==> src/rtl/hazard_stall_ctrl_if.sv <==
// Pipeline-control bundle between the datapath hazard sources and hazard_stall_ctrl.
// master = datapath side (drives hazard inputs), slave = sequencer side (drives controls).
interface hazard_stall_ctrl_if;
  logic [4:0] id_rs1;
  logic [4:0] id_rs2;
  logic       id_uses_rs1;
  logic       id_uses_rs2;
  logic       ex_wb_load;
  logic [4:0] ex_wb_rd;
  logic       ex_redirect;
  logic       mem_memory_write;
  logic       mem_wb_load;
  logic       dmem_ready;
  logic       pc_en;
  logic       if_id_en;
  logic       if_id_flush;
  logic       id_ex_en;
  logic       id_ex_flush;
  logic       ex_mem_en;
  logic       ex_mem_flush;
  logic       mem_wb_en;
  logic       mem_wb_flush;
  logic       mem_fault;

  modport master (
    output id_rs1, id_rs2, id_uses_rs1, id_uses_rs2, ex_wb_load, ex_wb_rd,
           ex_redirect, mem_memory_write, mem_wb_load, dmem_ready,
    input  pc_en, if_id_en, if_id_flush, id_ex_en, id_ex_flush,
           ex_mem_en, ex_mem_flush, mem_wb_en, mem_wb_flush, mem_fault
  );

  modport slave (
    input  id_rs1, id_rs2, id_uses_rs1, id_uses_rs2, ex_wb_load, ex_wb_rd,
           ex_redirect, mem_memory_write, mem_wb_load, dmem_ready,
    output pc_en, if_id_en, if_id_flush, id_ex_en, id_ex_flush,
           ex_mem_en, ex_mem_flush, mem_wb_en, mem_wb_flush, mem_fault
  );
endinterface

==> src/rtl/hazard_stall_ctrl.sv <==
// 5-stage pipeline sequencer: load-use, redirect and data-memory wait/timeout control.
// Optional HAZARD_STALL_CNT_EN adds a 32-bit stall_cycles counter output.
module hazard_stall_ctrl #(
  parameter int unsigned MEM_TIMEOUT = 16,
  parameter int unsigned TO_W        = 8
) (
  input  logic                 clk,
  input  logic                 rst,
  hazard_stall_ctrl_if.slave   bus
`ifdef HAZARD_STALL_CNT_EN
  ,
  output logic [31:0]          stall_cycles
`endif
);

  typedef enum logic [1:0] {S_RUN, S_MEM_WAIT, S_FAULT} state_e;

  localparam logic [TO_W-1:0] TO_LIMIT = TO_W'(MEM_TIMEOUT);

  state_e          state_q, state_d;
  logic [TO_W-1:0] to_cnt_q, to_cnt_d;

  logic mem_access, mem_stall, load_use;
  logic pc_en, if_id_en, if_id_flush, id_ex_en, id_ex_flush;
  logic ex_mem_en, ex_mem_flush, mem_wb_en, mem_wb_flush, mem_fault;

  assign mem_access = bus.mem_memory_write | bus.mem_wb_load;
  assign mem_stall  = mem_access & ~bus.dmem_ready & (state_q != S_FAULT);
  assign load_use   = bus.ex_wb_load & (bus.ex_wb_rd != 5'd0) &
                      ((bus.id_uses_rs1 & (bus.id_rs1 == bus.ex_wb_rd)) |
                       (bus.id_uses_rs2 & (bus.id_rs2 == bus.ex_wb_rd)));

  always_ff @(posedge clk or negedge rst) begin
    if (!rst) begin
      state_q  <= S_RUN;
      to_cnt_q <= '0;
    end else begin
      state_q  <= state_d;
      to_cnt_q <= to_cnt_d;
    end
  end

  always_comb begin
    state_d      = state_q;
    to_cnt_d     = to_cnt_q;
    pc_en        = 1'b1;
    if_id_en     = 1'b1;
    if_id_flush  = 1'b0;
    id_ex_en     = 1'b1;
    id_ex_flush  = 1'b0;
    ex_mem_en    = 1'b1;
    ex_mem_flush = 1'b0;
    mem_wb_en    = 1'b1;
    mem_wb_flush = 1'b0;
    mem_fault    = 1'b0;

    if (state_q == S_FAULT) begin
      pc_en        = 1'b0;
      if_id_en     = 1'b0;
      id_ex_en     = 1'b0;
      ex_mem_flush = 1'b1;
      mem_wb_flush = 1'b1;
      mem_fault    = 1'b1;
      state_d      = S_RUN;
      to_cnt_d     = '0;
    end else if (mem_stall) begin
      // Redirect/load-use held in EX/ID stay frozen and are acted on at release.
      pc_en        = 1'b0;
      if_id_en     = 1'b0;
      id_ex_en     = 1'b0;
      ex_mem_en    = 1'b0;
      mem_wb_flush = 1'b1;
      if (state_q == S_RUN) begin
        state_d  = S_MEM_WAIT;
        to_cnt_d = TO_W'(1);
      end else if (to_cnt_q >= TO_LIMIT) begin
        state_d  = S_FAULT;
      end else if (to_cnt_q != '1) begin
        to_cnt_d = to_cnt_q + TO_W'(1);
      end
    end else begin
      if (state_q == S_MEM_WAIT) begin
        state_d  = S_RUN;
        to_cnt_d = '0;
      end
      if (bus.ex_redirect) begin
        if_id_flush = 1'b1;
        id_ex_flush = 1'b1;
      end else if (load_use) begin
        pc_en       = 1'b0;
        if_id_en    = 1'b0;
        id_ex_flush = 1'b1;
      end
    end

    // Reset forces a safe pipeline: nothing written, every stage flushed.
    if (!rst) begin
      pc_en        = 1'b0;
      if_id_en     = 1'b0;
      id_ex_en     = 1'b0;
      ex_mem_en    = 1'b0;
      mem_wb_en    = 1'b0;
      if_id_flush  = 1'b1;
      id_ex_flush  = 1'b1;
      ex_mem_flush = 1'b1;
      mem_wb_flush = 1'b1;
      mem_fault    = 1'b0;
    end
  end

  assign bus.pc_en        = pc_en;
  assign bus.if_id_en     = if_id_en;
  assign bus.if_id_flush  = if_id_flush;
  assign bus.id_ex_en     = id_ex_en;
  assign bus.id_ex_flush  = id_ex_flush;
  assign bus.ex_mem_en    = ex_mem_en;
  assign bus.ex_mem_flush = ex_mem_flush;
  assign bus.mem_wb_en    = mem_wb_en;
  assign bus.mem_wb_flush = mem_wb_flush;
  assign bus.mem_fault    = mem_fault;

`ifdef HAZARD_STALL_CNT_EN
  logic [31:0] stall_q;

  always_ff @(posedge clk or negedge rst) begin
    if (!rst) begin
      stall_q <= '0;
    end else if (!pc_en) begin
      stall_q <= stall_q + 32'd1;
    end
  end

  assign stall_cycles = stall_q;
`endif

endmodule

==> src/flat_wrapper.sv <==
// flat-port wrapper written by rule: the top's interface ports become plain ports
module hazard_stall_ctrl_flat 
#(
  parameter int unsigned MEM_TIMEOUT = 16,
  parameter int unsigned TO_W        = 8
)
  (clk, rst, bus_id_rs1, bus_id_rs2, bus_id_uses_rs1, bus_id_uses_rs2, bus_ex_wb_load, bus_ex_wb_rd, bus_ex_redirect, bus_mem_memory_write, bus_mem_wb_load, bus_dmem_ready, bus_pc_en, bus_if_id_en, bus_if_id_flush, bus_id_ex_en, bus_id_ex_flush, bus_ex_mem_en, bus_ex_mem_flush, bus_mem_wb_en, bus_mem_wb_flush, bus_mem_fault);
  hazard_stall_ctrl_if bus_i ();
  input  logic clk;
  input  logic rst;
  input wire logic [$bits(bus_i.id_rs1)-1:0] bus_id_rs1;
  input wire logic [$bits(bus_i.id_rs2)-1:0] bus_id_rs2;
  input wire logic [$bits(bus_i.id_uses_rs1)-1:0] bus_id_uses_rs1;
  input wire logic [$bits(bus_i.id_uses_rs2)-1:0] bus_id_uses_rs2;
  input wire logic [$bits(bus_i.ex_wb_load)-1:0] bus_ex_wb_load;
  input wire logic [$bits(bus_i.ex_wb_rd)-1:0] bus_ex_wb_rd;
  input wire logic [$bits(bus_i.ex_redirect)-1:0] bus_ex_redirect;
  input wire logic [$bits(bus_i.mem_memory_write)-1:0] bus_mem_memory_write;
  input wire logic [$bits(bus_i.mem_wb_load)-1:0] bus_mem_wb_load;
  input wire logic [$bits(bus_i.dmem_ready)-1:0] bus_dmem_ready;
  output wire logic [$bits(bus_i.pc_en)-1:0] bus_pc_en;
  output wire logic [$bits(bus_i.if_id_en)-1:0] bus_if_id_en;
  output wire logic [$bits(bus_i.if_id_flush)-1:0] bus_if_id_flush;
  output wire logic [$bits(bus_i.id_ex_en)-1:0] bus_id_ex_en;
  output wire logic [$bits(bus_i.id_ex_flush)-1:0] bus_id_ex_flush;
  output wire logic [$bits(bus_i.ex_mem_en)-1:0] bus_ex_mem_en;
  output wire logic [$bits(bus_i.ex_mem_flush)-1:0] bus_ex_mem_flush;
  output wire logic [$bits(bus_i.mem_wb_en)-1:0] bus_mem_wb_en;
  output wire logic [$bits(bus_i.mem_wb_flush)-1:0] bus_mem_wb_flush;
  output wire logic [$bits(bus_i.mem_fault)-1:0] bus_mem_fault;
  assign bus_i.id_rs1 = bus_id_rs1;
  assign bus_i.id_rs2 = bus_id_rs2;
  assign bus_i.id_uses_rs1 = bus_id_uses_rs1;
  assign bus_i.id_uses_rs2 = bus_id_uses_rs2;
  assign bus_i.ex_wb_load = bus_ex_wb_load;
  assign bus_i.ex_wb_rd = bus_ex_wb_rd;
  assign bus_i.ex_redirect = bus_ex_redirect;
  assign bus_i.mem_memory_write = bus_mem_memory_write;
  assign bus_i.mem_wb_load = bus_mem_wb_load;
  assign bus_i.dmem_ready = bus_dmem_ready;
  assign bus_pc_en = bus_i.pc_en;
  assign bus_if_id_en = bus_i.if_id_en;
  assign bus_if_id_flush = bus_i.if_id_flush;
  assign bus_id_ex_en = bus_i.id_ex_en;
  assign bus_id_ex_flush = bus_i.id_ex_flush;
  assign bus_ex_mem_en = bus_i.ex_mem_en;
  assign bus_ex_mem_flush = bus_i.ex_mem_flush;
  assign bus_mem_wb_en = bus_i.mem_wb_en;
  assign bus_mem_wb_flush = bus_i.mem_wb_flush;
  assign bus_mem_fault = bus_i.mem_fault;
  hazard_stall_ctrl #(.MEM_TIMEOUT(MEM_TIMEOUT), .TO_W(TO_W)) u_core (.clk(clk), .rst(rst), .bus(bus_i));
endmodule
==> config.mk <==
export PLATFORM = sky130hd
export DESIGN_NAME = hazard_stall_ctrl_flat
export DESIGN_NICKNAME = d
export VERILOG_FILES = /design/src/rtl/hazard_stall_ctrl_if.sv /design/src/rtl/hazard_stall_ctrl.sv /design/src/flat_wrapper.sv
export SDC_FILE = /design/constraint.sdc
export NUM_CORES = 1
export LEC_CHECK = 0
export BUFFER_PORTS_ARGS = -buffer_cell sky130_fd_sc_hd__buf_2
export CELL_PAD_IN_SITES_DETAIL_PLACEMENT = 0
export CELL_PAD_IN_SITES_GLOBAL_PLACEMENT = 1
export CORE_MARGIN = 5
export CORE_UTILIZATION = 32
export CTS_CLUSTER_SIZE = 28
export DETAILED_ROUTE_END_ITERATION = 7
export PLACE_DENSITY_LB_ADDON = 0.08
export SETUP_SLACK_MARGIN = 0.1
export SYNTH_ARGS = -nofsm -noshare
export SYNTH_HDL_FRONTEND = slang
export SYNTH_SLANG_ARGS = --single-unit
==> constraint.sdc <==
create_clock -name clk -period 2.53 [get_ports clk]
set_clock_uncertainty 0.1 [all_clocks]
set_input_delay 0.253 -clock clk [delete_from_list [all_inputs] [get_ports clk]]
set_output_delay 0.253 -clock clk [all_outputs]
set_load 0.05 [all_outputs]
### After elaboration in Yosys (flattened, before gate mapping)

Cells that the tools add are included.

* register bits after elaboration: 10
* bits in latches: 0
* RAM bits: 0
* ROM bits: 0
* input bits: 24
* output and inout port bits: 10
* logic and storage cells: 64
* memories kept: 0

* $add $sub $neg: 1
* multipliers: 0
* divide/modulo/power cells: 0
* magnitude comparators: 1
* equality and inequality tests: 9
* shift-type cells: 0
* multiplexer cells: 37
* bitwise operators: 9
* reduce and logical (&&, ||, !) cells: 5

Operator list (number)
* 8-bit two-way mux: 6
* 1-bit two-way mux: 26
* 4-bit inequality test, second input constant: 3
* 5-bit == test: 2
* 2-bit two-way mux: 5
* 8-bit by 1-bit adder with 8-bit output, second input constant: 1
* 8-bit by 5-bit greater-or-equal comparator with 1-bit output, second input constant: 1
* 8-bit inequality test, second input constant: 1
* 1-bit AND: 6
* 5-bit nonzero test: 1
* 3-bit AND reduction: 1
* 3-bit nonzero test: 1
* 2-bit by 1-bit == test with 1-bit output, second input constant: 1
* 2-bit == test, second input constant: 1
* 2-bit logical NOT: 1
* 2-bit inequality test, second input constant: 1
* 1-bit bitwise OR: 2
* 2-bit AND reduction: 1
* 1-bit inverter: 1

### Logic depth before layout (Yosys ltp)

* depth in word-level cells: 9
* depth in mapped cells: 7
* gate-level depth less buffers: 6

### Worst setup path after synthesis

No wires, ideal clock.

* kind: input -> output
* start point: input port bus_ex_wb_rd[4]
* end point: output port bus_id_ex_flush
* arrival: 2.464 ns
* required time: 2.177 ns
* path slack: -0.287 ns
* stages on the path: 4
* path buffers: 0
* cell sequence: xor2_1 nor4_1 a32oi_1 o41ai_1

* longest elaborated chain between the ends: 9
* elaborated cells between the ends (all ways): 13
* those cells by class: eq/ne (2); mux (5); bitwise (5); reduce/logical (1)

RTL lines
* start, declared: RTL line flat_wrapper.sv:16 `input wire logic [$bits(bus_i.ex_wb_rd)-1:0] bus_ex_wb_rd;`
* 5-bit == test, on equally long branches: RTL line hazard_stall_ctrl.sv:30, hazard_stall_ctrl.sv:31
* 1-bit AND, on equally long branches: RTL line hazard_stall_ctrl.sv:30, hazard_stall_ctrl.sv:31
* 1-bit bitwise OR: RTL line hazard_stall_ctrl.sv:30 `((bus.id_uses_rs1 & (bus.id_rs1 == bus.ex_wb_rd)) |`
* 1-bit AND *: RTL line hazard_stall_ctrl.sv:29 `assign load_use = bus.ex_wb_load & (bus.ex_wb_rd != 5'd0) &`
* 1-bit two-way mux *: RTL line hazard_stall_ctrl.sv:89 `end else if (load_use) begin`
* 1-bit two-way mux *: RTL line hazard_stall_ctrl.sv:86 `if (bus.ex_redirect) begin`
* 1-bit two-way mux *: RTL line hazard_stall_ctrl.sv:66 `end else if (mem_stall) begin`
* 1-bit two-way mux *: RTL line hazard_stall_ctrl.sv:57 `if (state_q == S_FAULT) begin`
* 1-bit two-way mux *: RTL line hazard_stall_ctrl.sv:97 `if (!rst) begin`
* end, declared: RTL line flat_wrapper.sv:25 `output wire logic [$bits(bus_i.id_ex_flush)-1:0] bus_id_ex_flush;`

Every way passes the cells marked *; elsewhere a longest branch is shown, timed or not.

### Worst setup path in the final report

* start point: register u_core.state_q[0]
* end point: output port bus_id_ex_flush

* longest elaborated chain between the ends: 5
* elaborated cells between the ends (all ways): 6
* those cells by class: eq/ne (2); mux (3); bitwise (1)

RTL lines
* start, declared: RTL line hazard_stall_ctrl.sv:20 `state_e state_q, state_d;`
* start signal, assigned: RTL line hazard_stall_ctrl.sv:38 `state_q <= state_d;`
* 2-bit inequality test: RTL line hazard_stall_ctrl.sv:28 `assign mem_stall = mem_access & ~bus.dmem_ready & (state_q != S_FAULT);`
* 1-bit AND: RTL line hazard_stall_ctrl.sv:28
* 1-bit two-way mux: RTL line hazard_stall_ctrl.sv:66
* 1-bit two-way mux *: RTL line hazard_stall_ctrl.sv:57
* 1-bit two-way mux *: RTL line hazard_stall_ctrl.sv:97

Marks and branches as above.

==> flow_summary.ini <==
[logic_synthesis]
ys_async_sr_fraction_pct = 100.0
synthTopCellsByArea = dfrtp_1 34%, xor2_1 9.4%, ha_1 6.7%
synth_most_common_cell = dfrtp_1
synthTopCellsByCount = 10 x dfrtp_1, 8 x xor2_1, 7 x inv_1
ys.flop_type = dfrtp_1
ys_types = 30
synth_nets = 111
syn_inst = 83
ys_ff_latch = 10
ys_seq_area_share_pct = 33.56
synth_edf_count = 0
synth_top_cell_by_area = dfrtp_1
synth_top_area_share_pct = 33.56
ys_warn_count = 0
synthesis.area_um2 = 745.7
syn_area_per_cell_um2 = 8.985

[critical_path]
crit_path_max_fanout = 9
critPathSlowestCell = dfrtp_1
cp.required_ns = 2.18
crit_path_cell_trace = inv_1, ha_1, nor2_1, a21boi_0, o41ai_2, buf_2
slowest_delay_ns = 0.36
end_kind = primary output
cp.arrival_ns = 1.81
start_kind = register
crit_type = reg2out

[global_route]
grt_max_degree = 18
grt_pass1_vias = 703
grt_usage_pct = 11.09
antenna_found_initial = 0
overflow = 0
grt_pass1_wl_um = 2960

[clocking]
cts_made_buffers = 3
clock_sinks = 10
path_clk_slew_ns = 0.07
clock-root-buffer = clkbuf_4
ctsResizeCount = 0
max-clock-path-buffers = 2
clk-insertion-delay-late_ns = 0.26
cts_tree = done
cts_max_level = 1

[timing]
max_slew_margin_pct = 66.01
finalSetupTns_ns = 0
min_period_ns = 2.161
hold_viol = 0
drv_slew = 0
post-route-period-util_pct = 85.40
finalSetupViolations = 0
rsz0062_at_grt = no
worstMarginPinSlew_ns = 0.5045
setup_ws_ns = 0.3694
fmaxAchievable_mhz = 462.8

[floorplan]
core-area_um2 = 2212
dieArea_um2 = 3396
io-pin-count = 34
initial_core_util_pct = 33.71
die_x_um = 58.28
die_h_um = 58.28
rows = 17

[place]
place_area_um2 = 934.6
port_buffers = 33
gp_congestion = 0.6832
post-place-ws_ns = 0.5195
hpwlAfterDp_um = 1423

[power_and_ir_drop]
leakage_nw = 0.4902
irDropWorstVdd_v = 0.0002912
p_total_uw = 471.8
cellPowerDensity_nw_per_um2 = 487.8

[routing]
avgRoutedWirePerCell_um = 11.68
top_layer_used = met3
via_count = 700
drc_errors = 0
detail-route-antenna-nets = 0
drt-initial-drc-count = 10
viasPerCell = 4.828
routed-wl-met2_um = 799
first_pass_iters = 4
wl_met3_um = 122
wl_met1_um = 772
drt_wl_total_um = 1694

[run_status]
outcome = complete, no violations

[min_path]
hold_path_class = in2async

[cells_and_area]
nFillCells = 247
layout-drive-gt1-share_pct = 34.19
area_delta_synth_final_pct = 29.70
design_area_um2 = 967.2
num-nets-final = 147
n_antenna_cell = 0

[flow_run]
maxCapViolCount = 0
==> registers in the layout, indices dropped and copies added, names as in the netlist <==
signal	count
u_core.to_cnt_q	8
u_core.state_q	2
==> cell usage in the layout (no fill, tap or decap) <==
master         Yosys  final
nor4_4             1      1
o41ai_2            0      1
or4_1              2      2
dlygate4sd3_1      0      1
o21ai_0            6      6
nor2_1             2      2
ha_1               4      4
o21a_1             2      2
o311a_1            1      1
buf_2              0     33
xor2_1             8      8
nand3_1            3      3
o21ba_2            1      1
and2_1             5      5
nor4_1             2      2
nor4_2             1      1
xnor2_1            2      2
o21bai_1           1      1
inv_1              7      7
or3_1              1      1
a21oi_1            3      3
nand2_1            6      6
a21o_1             2      2
and2_0             1      1
o31ai_1            1      1
a21boi_1           1      1
a32oi_1            1      1
a21boi_0           1      1
clkbuf_4           0      3
dfrtp_1           10     10
nor3_1             4      4
==> critical path: cells and delay by family, from the launching register on <==
family	cells	cell delay, ns
simple gates	1	0.12
fa+ha+maj	1	0.34
compound gates	2	0.42
buf+inv	2	0.31
flops	1	0.36
==> final timing paths <==
kind | start | end | slack (ns) | cells past startpoint
worst max register to register | u_core.state_q[0]$_DFFE_PN0P_ | u_core.to_cnt_q[4]$_DFFE_PN0P_ | 0.64 | 6
worst max-delay path | u_core.state_q[0]$_DFFE_PN0P_ | bus_id_ex_flush | 0.37 | 6
min in group clk | bus_dmem_ready | u_core.to_cnt_q[0]$_DFFE_PN0P_ | 0.37 | 4
max in group asynchronous | rst | u_core.to_cnt_q[7]$_DFFE_PN0P_ | 1.77 | 2
worst min-delay path | rst | u_core.to_cnt_q[0]$_DFFE_PN0P_ | 0.31 | 2
worst min register to register | u_core.state_q[1]$_DFFE_PN0P_ | u_core.state_q[1]$_DFFE_PN0P_ | 0.44 | 1
==> where the power goes <==
group	switching, mW	internal [mW]	leakage, nW	total (mW)
logic	0.114	0.0644	0.341	0.179
clock network	0.0521	0.0548	0.0138	0.107
registers	0.0108	0.175	0.136	0.186
total	0.177	0.295	0.490	0.472
==> area by class of cell <==
type | count | area [um^2] | area share, %
multi-input combinational | 63 | 457.9 | 47.35
sequential | 10 | 250.2 | 25.87
timing repair buffer | 34 | 175.2 | 18.11
tap | 28 | 35.03 | 3.622
inverter | 7 | 26.28 | 2.717
clock buffer | 3 | 22.52 | 2.329
==> timing repair <==
action                                 in CTS  in global routing
buffers inserted                            0                  0
endpoints found under the hold margin      10                  0
hold buffers                                1                  0
==> cell families after synthesis <==
logic type / Yosys count / synth area share (%)
buffers and inverters: 10 / 6.040
AOI/OAI and AO/OA: 21 / 19.13
xor gates and xnor gates: 10 / 11.75
adders and majority gates: 4 / 6.712
DFF: 10 / 33.56
and+or+nand+nor: 28 / 22.82
==> metrics by stage <==
stage / hold WS (ns) / instances / util (%)
after floorplan: -0.1426 / 83 / -
after global placement: 0.07311 / 141 / 42.25
after detailed placement: 0.07141 / 141 / 42.25
after CTS: 0.3192 / 145 / 43.72
after global routing: 0.3429 / 145 / 43.72
final: 0.3113 / 145 / 43.72
==> per-layer routing <==
metal / vias up / global-route usage [%]
li1: 360 / -
met5: - / 0
met3: 0 / 4.232
met4: 0 / 1.987
met1: 319 / 13.75
met2: 21 / 18.34
Power figures use the tool's default switching activity.
